File: config.mk
export PLATFORM = sky130hd
export DESIGN_NAME = i2s_frame_scheduler
export DESIGN_NICKNAME = d
export VERILOG_FILES = /design/src/rtl/i2s_frame_scheduler.sv
export SDC_FILE = /design/constraint.sdc
export NUM_CORES = 1
export LEC_CHECK = 0
export ABC_AREA = 1
export BUFFER_PORTS_ARGS = -buffer_cell sky130_fd_sc_hd__buf_2
export CAP_MARGIN = 20
export CORE_ASPECT_RATIO = 0.7
export CORE_MARGIN = 10
export CORE_UTILIZATION = 61
export DETAILED_ROUTE_END_ITERATION = 10
export GPL_TIMING_DRIVEN = 0
export PLACE_DENSITY = 0.92
export REMOVE_ABC_BUFFERS = 1
export SLEW_MARGIN = 15
export SYNTH_ARGS = -nofsm -noshare
export SYNTH_HDL_FRONTEND = slang
export SYNTH_SLANG_ARGS = --single-unit
File: constraint.sdc
create_clock -name aud_clk_i -period 5 [get_ports aud_clk_i]
set_clock_uncertainty 0.05 [all_clocks]
set_input_delay 0.5 -clock aud_clk_i [delete_from_list [all_inputs] [get_ports aud_clk_i]]
set_output_delay 0.5 -clock aud_clk_i [all_outputs]
set_load 0.02 [all_outputs]
File: src/rtl/i2s_frame_scheduler.sv
// Paces stereo-frame pops from the CDC FIFO into the I2S serializer, with prime/underrun
// handling and a per-frame arithmetic-shift ramp for click-free mute and stop.
module i2s_frame_scheduler #(
   parameter int unsigned UNDERRUN_LIMIT   = 4,
   parameter int unsigned CNT_W            = 16,
   parameter bit          HOLD_ON_UNDERRUN = 1'b0
) (
   input  logic             aud_clk_i,
   input  logic             aud_rst_i,
   input  logic             enable_i,
   input  logic             mute_i,
   input  logic             clr_stat_i,
   input  logic [31:0]      fifo_data_i,
   input  logic             fifo_valid_i,
   output logic             fifo_ready_o,
   input  logic             frame_req_i,
   output logic [31:0]      audio_data_o,
   output logic             running_o,
   output logic [1:0]       state_o,
   output logic             underrun_o,
   output logic [CNT_W-1:0] underrun_cnt_o
);

   typedef enum logic [1:0] {StIdle = 2'd0, StPrime = 2'd1, StRun = 2'd2, StStop = 2'd3} state_e;

   state_e           state_q, state_d;
   logic [4:0]       shift_q, shift_d;
   logic [31:0]      last_q, last_d;
   logic [31:0]      data_q, data_d;
   logic [7:0]       consec_q, consec_d, consec_inc;
   logic [CNT_W-1:0] cnt_q, cnt_d, cnt_base;
   logic             sticky_q, sticky_d;
   logic [31:0]      raw;
   logic             pop, miss, evt, target_max, limit_hit;

   // Shift 16 is full silence; below that, a plain arithmetic shift per channel.
   function automatic logic [15:0] shr(input logic [15:0] s, input logic [4:0] sh);
      return sh[4] ? 16'h0 : 16'($signed(s) >>> sh[3:0]);
   endfunction

   assign pop        = frame_req_i && fifo_valid_i;
   assign miss       = frame_req_i && !fifo_valid_i;
   assign consec_inc = consec_q + 8'd1;
   assign limit_hit  = (state_q == StRun) && miss && (32'(consec_inc) >= UNDERRUN_LIMIT);

   // State register
   always_ff @(posedge aud_clk_i or posedge aud_rst_i) begin
      if (aud_rst_i) begin
         state_q <= StIdle;
      end else begin
         state_q <= state_d;
      end
   end

   // Next-state logic
   always_comb begin
      state_d = state_q;
      unique case (state_q)
         StIdle:  if (enable_i) state_d = StPrime;
         StPrime: begin
            if (pop)            state_d = enable_i ? StRun : StIdle;
            else if (!enable_i) state_d = StIdle;
         end
         StRun: begin
            if (!enable_i)      state_d = StStop;
            else if (limit_hit) state_d = StPrime;
         end
         StStop: begin
            if (enable_i)                                state_d = StRun;
            else if (frame_req_i && shift_d == 5'd16)    state_d = StIdle;
         end
      endcase
   end

   // FSM outputs
   always_comb begin
      fifo_ready_o = (state_q == StIdle) || pop;
      running_o    = (state_q == StRun);
      state_o      = state_q;
   end

   // Frame source selection, ramp target and underrun accounting
   always_comb begin
      raw        = 32'h0;
      last_d     = last_q;
      consec_d   = 8'h0;
      evt        = 1'b0;
      target_max = 1'b1;
      unique case (state_q)
         StPrime: begin
            if (pop) begin
               raw        = fifo_data_i;
               last_d     = fifo_data_i;
               target_max = mute_i;
            end
         end
         StRun, StStop: begin
            if (pop) begin
               raw    = fifo_data_i;
               last_d = fifo_data_i;
            end else if (miss && HOLD_ON_UNDERRUN) begin
               raw = last_q;
            end
            if (state_q == StRun) begin
               target_max = mute_i;
               evt        = miss;
               consec_d   = pop ? 8'h0 : (miss ? consec_inc : consec_q);
               if (limit_hit) consec_d = 8'h0;
            end
         end
         default: ;
      endcase
   end

   always_comb begin
      shift_d = shift_q;
      if (frame_req_i) begin
         if (target_max && shift_q != 5'd16)     shift_d = shift_q + 5'd1;
         else if (!target_max && shift_q != 5'd0) shift_d = shift_q - 5'd1;
      end
      data_d = frame_req_i ? {shr(raw[31:16], shift_d), shr(raw[15:0], shift_d)} : data_q;
   end

   // Clear applies before a same-cycle underrun so that event still counts.
   always_comb begin
      cnt_base = clr_stat_i ? '0 : cnt_q;
      cnt_d    = (evt && cnt_base != '1) ? cnt_base + CNT_W'(1) : cnt_base;
      sticky_d = (sticky_q && !clr_stat_i) || evt;
   end

   always_ff @(posedge aud_clk_i or posedge aud_rst_i) begin
      if (aud_rst_i) begin
         shift_q  <= 5'd16;
         last_q   <= 32'h0;
         data_q   <= 32'h0;
         consec_q <= 8'h0;
         cnt_q    <= '0;
         sticky_q <= 1'b0;
      end else begin
         shift_q  <= shift_d;
         last_q   <= last_d;
         data_q   <= data_d;
         consec_q <= consec_d;
         cnt_q    <= cnt_d;
         sticky_q <= sticky_d;
      end
   end

   assign audio_data_o   = data_q;
   assign underrun_o     = sticky_q;
   assign underrun_cnt_o = cnt_q;

endmodule

==> impl_metrics.json, run 1 <==
{
  "drtIter0Drc": 900,
  "cts_buffers": 9,
  "die_area_um2": 11600,
  "num-nets-final": 842,
  "routedWlPerCell_um": 15.7,
  "start_util_pct": 63.4,
  "status": "complete, no violations",
  "endpoint_kind": "flop",
  "muxShareOfSynthArea_pct": 0,
  "dieWidth_um": 125,
  "nFillCells": 599,
  "cp-start-kind": "flop",
  "grt_max_degree": 48,
  "cp_data_required_time_ps": 5190,
  "fin_crit_ps": 3100,
  "diodes": 0,
  "dr.pass1.iters": 8,
  "grt_util_all_layers_pct": 23.4,
  "power_density_nw_per_um2": 628,
  "post_cts_resized": 0,
  "h-tree-depth": 3,
  "core_area_um2": 7380,
  "postSynthAreaPerCell_um2": 6.49,
  "worstSetupPathType": "flop to flop",
  "dp_worst_setup_slack_ps": 1810,
  "wirelength_um": 14100,
  "synth_top_family_by_area": "simple AND/OR/NAND/NOR gates",
  "crit_arrival_ps": 3290,
  "syn_inst": 722,
  "ir_drop_mv": 0.499,
  "clockBufferDepth": 2,
  "place_congestion": 0.960,
  "grt_pass1_wl_um": 23300,
  "clkLatencyLatePin_ps": 350,
  "syn_area_um2": 4680,
  "ctsHoldBuffers": 0,
  "tightest_slew_ps": 643,
  "cts_tree": "built",
  "setup_slack_ps": 1900,
  "synth_compound_area_share_pct": 2.16,
  "synth_fa_ha_area_share_pct": 1.34,
  "grt_pass1_vias": 4900,
  "rsz0062_at_grt": "no",
  "dp_hpwl_um": 10400,
  "ys_seq_area_share_pct": 34.2,
  "period_share_pct": 62.0,
  "antenna_found_initial": 0,
  "clk_pin_slew_ps": 80,
  "dr_total_vias": 5286,
  "slew_headroom_pct": 57.1,
  "area_growth_syn_to_layout_pct": 13.8,
  "viasPerCell": 5.87,
  "placementRows": 26,
  "root_buffer": "clkbuf_8",
  "yosys_warnings": 0,
  "ant_nets": 0,
  "fin_setup_tns_ps": 0,
  "ys_types": 32,
  "ys_seq_elements": 64,
  "cts.sinks": 64,
  "die_y_um": 93.3,
  "finalSetupViolations": 0,
  "cts_setup_buffers": 0,
  "drive_gt1_share_pct": 17.9,
  "yosys.area_share.simple_pct": 50.2,
  "drv_slew": 0,
  "io_pins": 92,
  "portBuffers": 91,
  "path_max_fanout": 33,
  "drc": 0,
  "hold_viol_final": 0,
  "cap_violations": 0,
  "grt_overflow": 0,
  "clock.fmax_mhz": 323,
  "hold_class": "input pin to async pin",
  "p_leak_uw": 0.00302,
  "synthXorXnorAreaFrac_pct": 4.11
}
cell type report:
class / instances / area [um2] / area share, %
clock buffer: 10 / 128 / 2.39
clock inverter: 6 / 70.1 / 1.31
inverter: 55 / 210 / 3.94
multi-input combinational: 575 / 2710 / 50.8
sequential: 64 / 1600 / 30.1
tap: 98 / 123 / 2.30
timing repair buffer: 93 / 490 / 9.20
logic make-up after synthesis:
group / after synthesis
AO/OA/AOI/OAI: 17
XOR/XNOR: 22
adder cells (fa/ha/maj): 5
buffers and inverters: 83
flip-flops: 64
AND/OR/NAND/NOR: 531
registers in the layout, indices dropped and copies added (netlist names):
register and count:
consec_q 8, shift_q 5, underrun_o 1, audio_data_o 32
state_o 2, underrun_cnt_o 16
path summary, 6_finish.rpt:
kind	from	to	slack, ps	depth (start not counted)
worst max register to register	shift_q[0]	audio_data_o[29]	1900	16
min in group aud_clk_i	enable_i	state_o[1]	380	3
worst min-delay path	aud_rst_i	shift_q[0]	40	2
worst max-delay path	shift_q[0]	audio_data_o[29]	1900	16
worst min register to register	audio_data_o[23]	audio_data_o[23]	430	2
max in group asynchronous	aud_rst_i	audio_data_o[18]	4350	3
synth_stat cells:
library cell  count  area (um2)
nor3_1            4        20.0
dfrtp_1          63        1580
dfstp_2           1        26.3
clkinv_1          1        3.75
nor2_2            4        25.0
nand2_4           4        45.0
inv_2             6        22.5
o21ai_2           1        8.76
nor4_1            3        18.8
clkbuf_1          7        26.3
nor3b_1           1        7.51
xor2_1           19         166
buf_6             2        22.5
nor2_1           47         176
inv_1            47         176
o211ai_1          1        7.51
nand2_1         267        1000
nand4_1           7        43.8
a21oi_2           2        17.5
nand3_1         178         891
clkinv_2          1        5.00
buf_4             9        67.6
buf_2            10        50.1
xnor2_1           3        26.3
o21ai_0           8        40.0
nand2_2          11        68.8
nor2_4            1        11.3
a21boi_0          1        7.51
nand3_2           3        30.0
ha_1              5        62.6
nor3_2            1        10.0
a21oi_1           4        20.0
routing by layer:
metal | vias up | track usage (%) | wire length [um]
met2 | 278 | 38.9 | 6700
met3 | 34 | 5.25 | 1250
met4 | 0 | 5.71 | 223
li1 | 2488 | - | -
met1 | 2486 | 30.4 | 5960
met5 | - | 0 | 0
placed cells by master (no fill, tap or decap), drive strengths merged, types with 4 or more instances in the layout:
master / count
clkbuf: 10
dfrtp: 63
nand4: 7
ha: 5
xor2: 19
o21ai: 9
nor2: 52
nor3: 5
a21oi: 6
clkinv: 4
buf: 93
inv: 53
nand3: 181
nand2: 282
power by group:
part / total, uW / internal (uW) / switching, uW
Sequential: 748 / 648 / 99.6
Combinational: 2150 / 627 / 1520
Clock: 456 / 232 / 224
per-stage QoR:
step / instances / instance area [um2] / total power (uW) / utilization [%] / hold WS (ps)
2_1_floorplan: 694 / 4520 / 2290 / - / 420
3_3_place_gp: 883 / 5090 / 2770 / 69.0 / 407
3_5_place_dp: 885 / 5130 / 2840 / 69.5 / 407
4_1_cts: 901 / 5330 / 3300 / 72.2 / 38.7
5_1_grt: 901 / 5330 / 3630 / 72.2 / 44.4
6_report: 901 / 5330 / 3350 / 72.2 / 40.0
worst max-delay path, cell delays in order, from the launching register on:
cell and delay, ps:
dfrtp_1 460, inv_1 160, ha_1 310, nand3_1 180, nand3_2 120, nand2_4 110
nand2_4 70, nand2_2 100, nand2_4 210, inv_2 520, nand2_1 220, nand2_1 130
nand2_1 50, nand2_1 100, nand2_1 60, nand2_1 70, nand2_1 60
(Power assumes the default switching activity.)
==> run 2: changes to the inputs <==
CORE_UTILIZATION = 51   (was 61)
PLACE_DENSITY = 0.83   (was 0.92)
clock period = 2.8 ns   (was 5 ns; I/O delays follow)
==> run 2 against run 1 <==
  * The run now ends with DRC left
  * Fmax up 16%
  * First-iteration DRC count down 32%
  * Sequential cell count unchanged
  * Combinational power grew 96%
  * Critical path depth decreased by 2
  * Die area is 16% higher
  * Routed wire length rose by 3.8%
  * Critical endpoint is now audio_data_o[5]
==> impl_metrics.json, run 2 (same netlist as run 1, synthesis figures left out) <==
{
  "layout_common_cells": "266 x nand2_1, 176 x nand3_1, 91 x buf_2",
  "dr.pass1.iters": 8,
  "grt_util_all_layers_pct": 20.6,
  "ir_drop_mv": 0.658,
  "dr_total_vias": 5276,
  "cp-start-kind": "flop",
  "h-tree-depth": 3,
  "drive_gt1_share_pct": 19.6,
  "whs_path_depth": 3,
  "wl_met2_um": 6580,
  "drv_slew": 0,
  "cts_buffers": 9,
  "root_buffer": "clkbuf_16",
  "start_util_pct": 52.0,
  "grt_max_degree": 57,
  "clkLatencyLatePin_ps": 340,
  "num-nets-final": 853,
  "dp_hpwl_um": 10300,
  "path_max_fanout": 21,
  "endpoint_kind": "flop",
  "r2r-start": "shift_q[0]",
  "tightest_slew_ps": 859,
  "worstHoldEndpoint": "state_o[1]",
  "clockBufferDepth": 2,
  "route.top_layer_used": "met4",
  "core_area_um2": 9000,
  "finalPower_uw": 6670,
  "failed_checks": "DRC",
  "hold_viol_final": 0,
  "clock.fmax_mhz": 375,
  "period_share_pct": 95.2,
  "area_growth_syn_to_layout_pct": 21.0,
  "worstSetupPathType": "flop to flop",
  "place_congestion": 0.963,
  "cap_violations": 0,
  "diodes": 0,
  "finalSetupViolations": 0,
  "final_common_cell": "nand2_1",
  "status": "finished, violations left",
  "antenna_found_initial": 0,
  "ant_nets": 0,
  "wirelength_um": 14700,
  "r2r_setup_slack_ps": 140,
  "grt_overflow": 0,
  "die_area_um2": 13500,
  "placementRows": 29,
  "power_density_nw_per_um2": 1180,
  "grt_pass1_vias": 4948,
  "drtIter0Drc": 613,
  "die_y_um": 100,
  "cp_data_required_time_ps": 2970,
  "crit_arrival_ps": 2830,
  "p_leak_uw": 0.00314,
  "wl_met1_um": 6330,
  "fin_crit_ps": 2660,
  "largest_register_ffs": 32,
  "viasPerCell": 5.63,
  "timing.rr.end": "audio_data_o[5]",
  "clk_pin_slew_ps": 60,
  "cts_tree": "built",
  "hold_start": "enable_i",
  "grt_pass1_wl_um": 23200,
  "slew_headroom_pct": 42.6,
  "hold_class": "input pin to flop",
  "portBuffers": 91,
  "routedWlPerCell_um": 15.7,
  "fin_setup_tns_ps": 0,
  "r2r_cells": 14,
  "cts.sinks": 64,
  "drc": 1,
  "dieWidth_um": 135,
  "wl_met3_um": 1490,
  "io_pins": 92
}
[run 2: worst max-delay path by stage]
stage	start	to	slack, ps	depth (start not counted)
finish	shift_q[0]	audio_data_o[5]	140	14
global route	shift_q[0]	audio_data_o[13]	-30	16
CTS	shift_q[0]	audio_data_o[11]	30	14
detailed placement	frame_req_i	audio_data_o[29]	-180	19
global placement	frame_req_i	audio_data_o[29]	-150	19
floorplan	shift_q[0]	audio_data_o[21]	350	16
[run 2: where the power goes]
group | internal [uW] | total, uW | switching, uW | leakage, uW
sequential | 1160 | 1350 | 188 | 0.000850
combinational | 1330 | 4210 | 2880 | 0.00215
clock | 707 | 1110 | 400 | 0.000139
[run 2: layout make-up]
class / count / area [um2]
Fill cell: 836 / 3330
Multi-Input combinational cell: 576 / 2800
Sequential cell: 64 / 1600
Timing Repair Buffer: 103 / 581
Clock buffer: 12 / 246
Inverter: 55 / 233
Tap cell: 124 / 155
Clock inverter: 3 / 42.5
[run 2: repair_timing]
action                                 in CTS  in global routing
setup endpoints to repair                  32                 30
cloned                                      0                  1
hold buffers                                1                  0
setup buffers                               0                 10
gates resized for setup                     7                 16
pin swaps                                   0                  1
endpoints found under the hold margin       8                  0
[run 2: routing by layer]
metal / vias to the layer above / global-route usage [%]
met5: - / 0
met1: 2425 / 27.1
met2: 299 / 32.8
met4: 0 / 5.92
li1: 2515 / -
met3: 37 / 5.34
[run 2: critical path, cell delays in order, from the launching register on]
cell        delay (ps)
dfrtp_2            470
clkinvlp_4         170
ha_1               280
nand3_1            170
nand3_2            130
nand2_4            130
nand3_4            220
nand2_8            240
nand2_1            120
nand3_1            130
nand2_1             70
nor2_1             130
nor2_1              70
nand2_1             90
nand2_1             60
[run 2: through the flow]
stage	hold WS, ps	cell area [um2]	setup WS, ps	util (%)	cells
after floorplan	304	4520	348	-	694
after global placement	407	5130	-150	57.0	909
after detailed placement	147	5160	-179	57.3	910
after CTS	202	5490	34.2	61.0	926
after global routing	220	5670	-31.6	63.0	937
final	209	5670	135	63.0	937
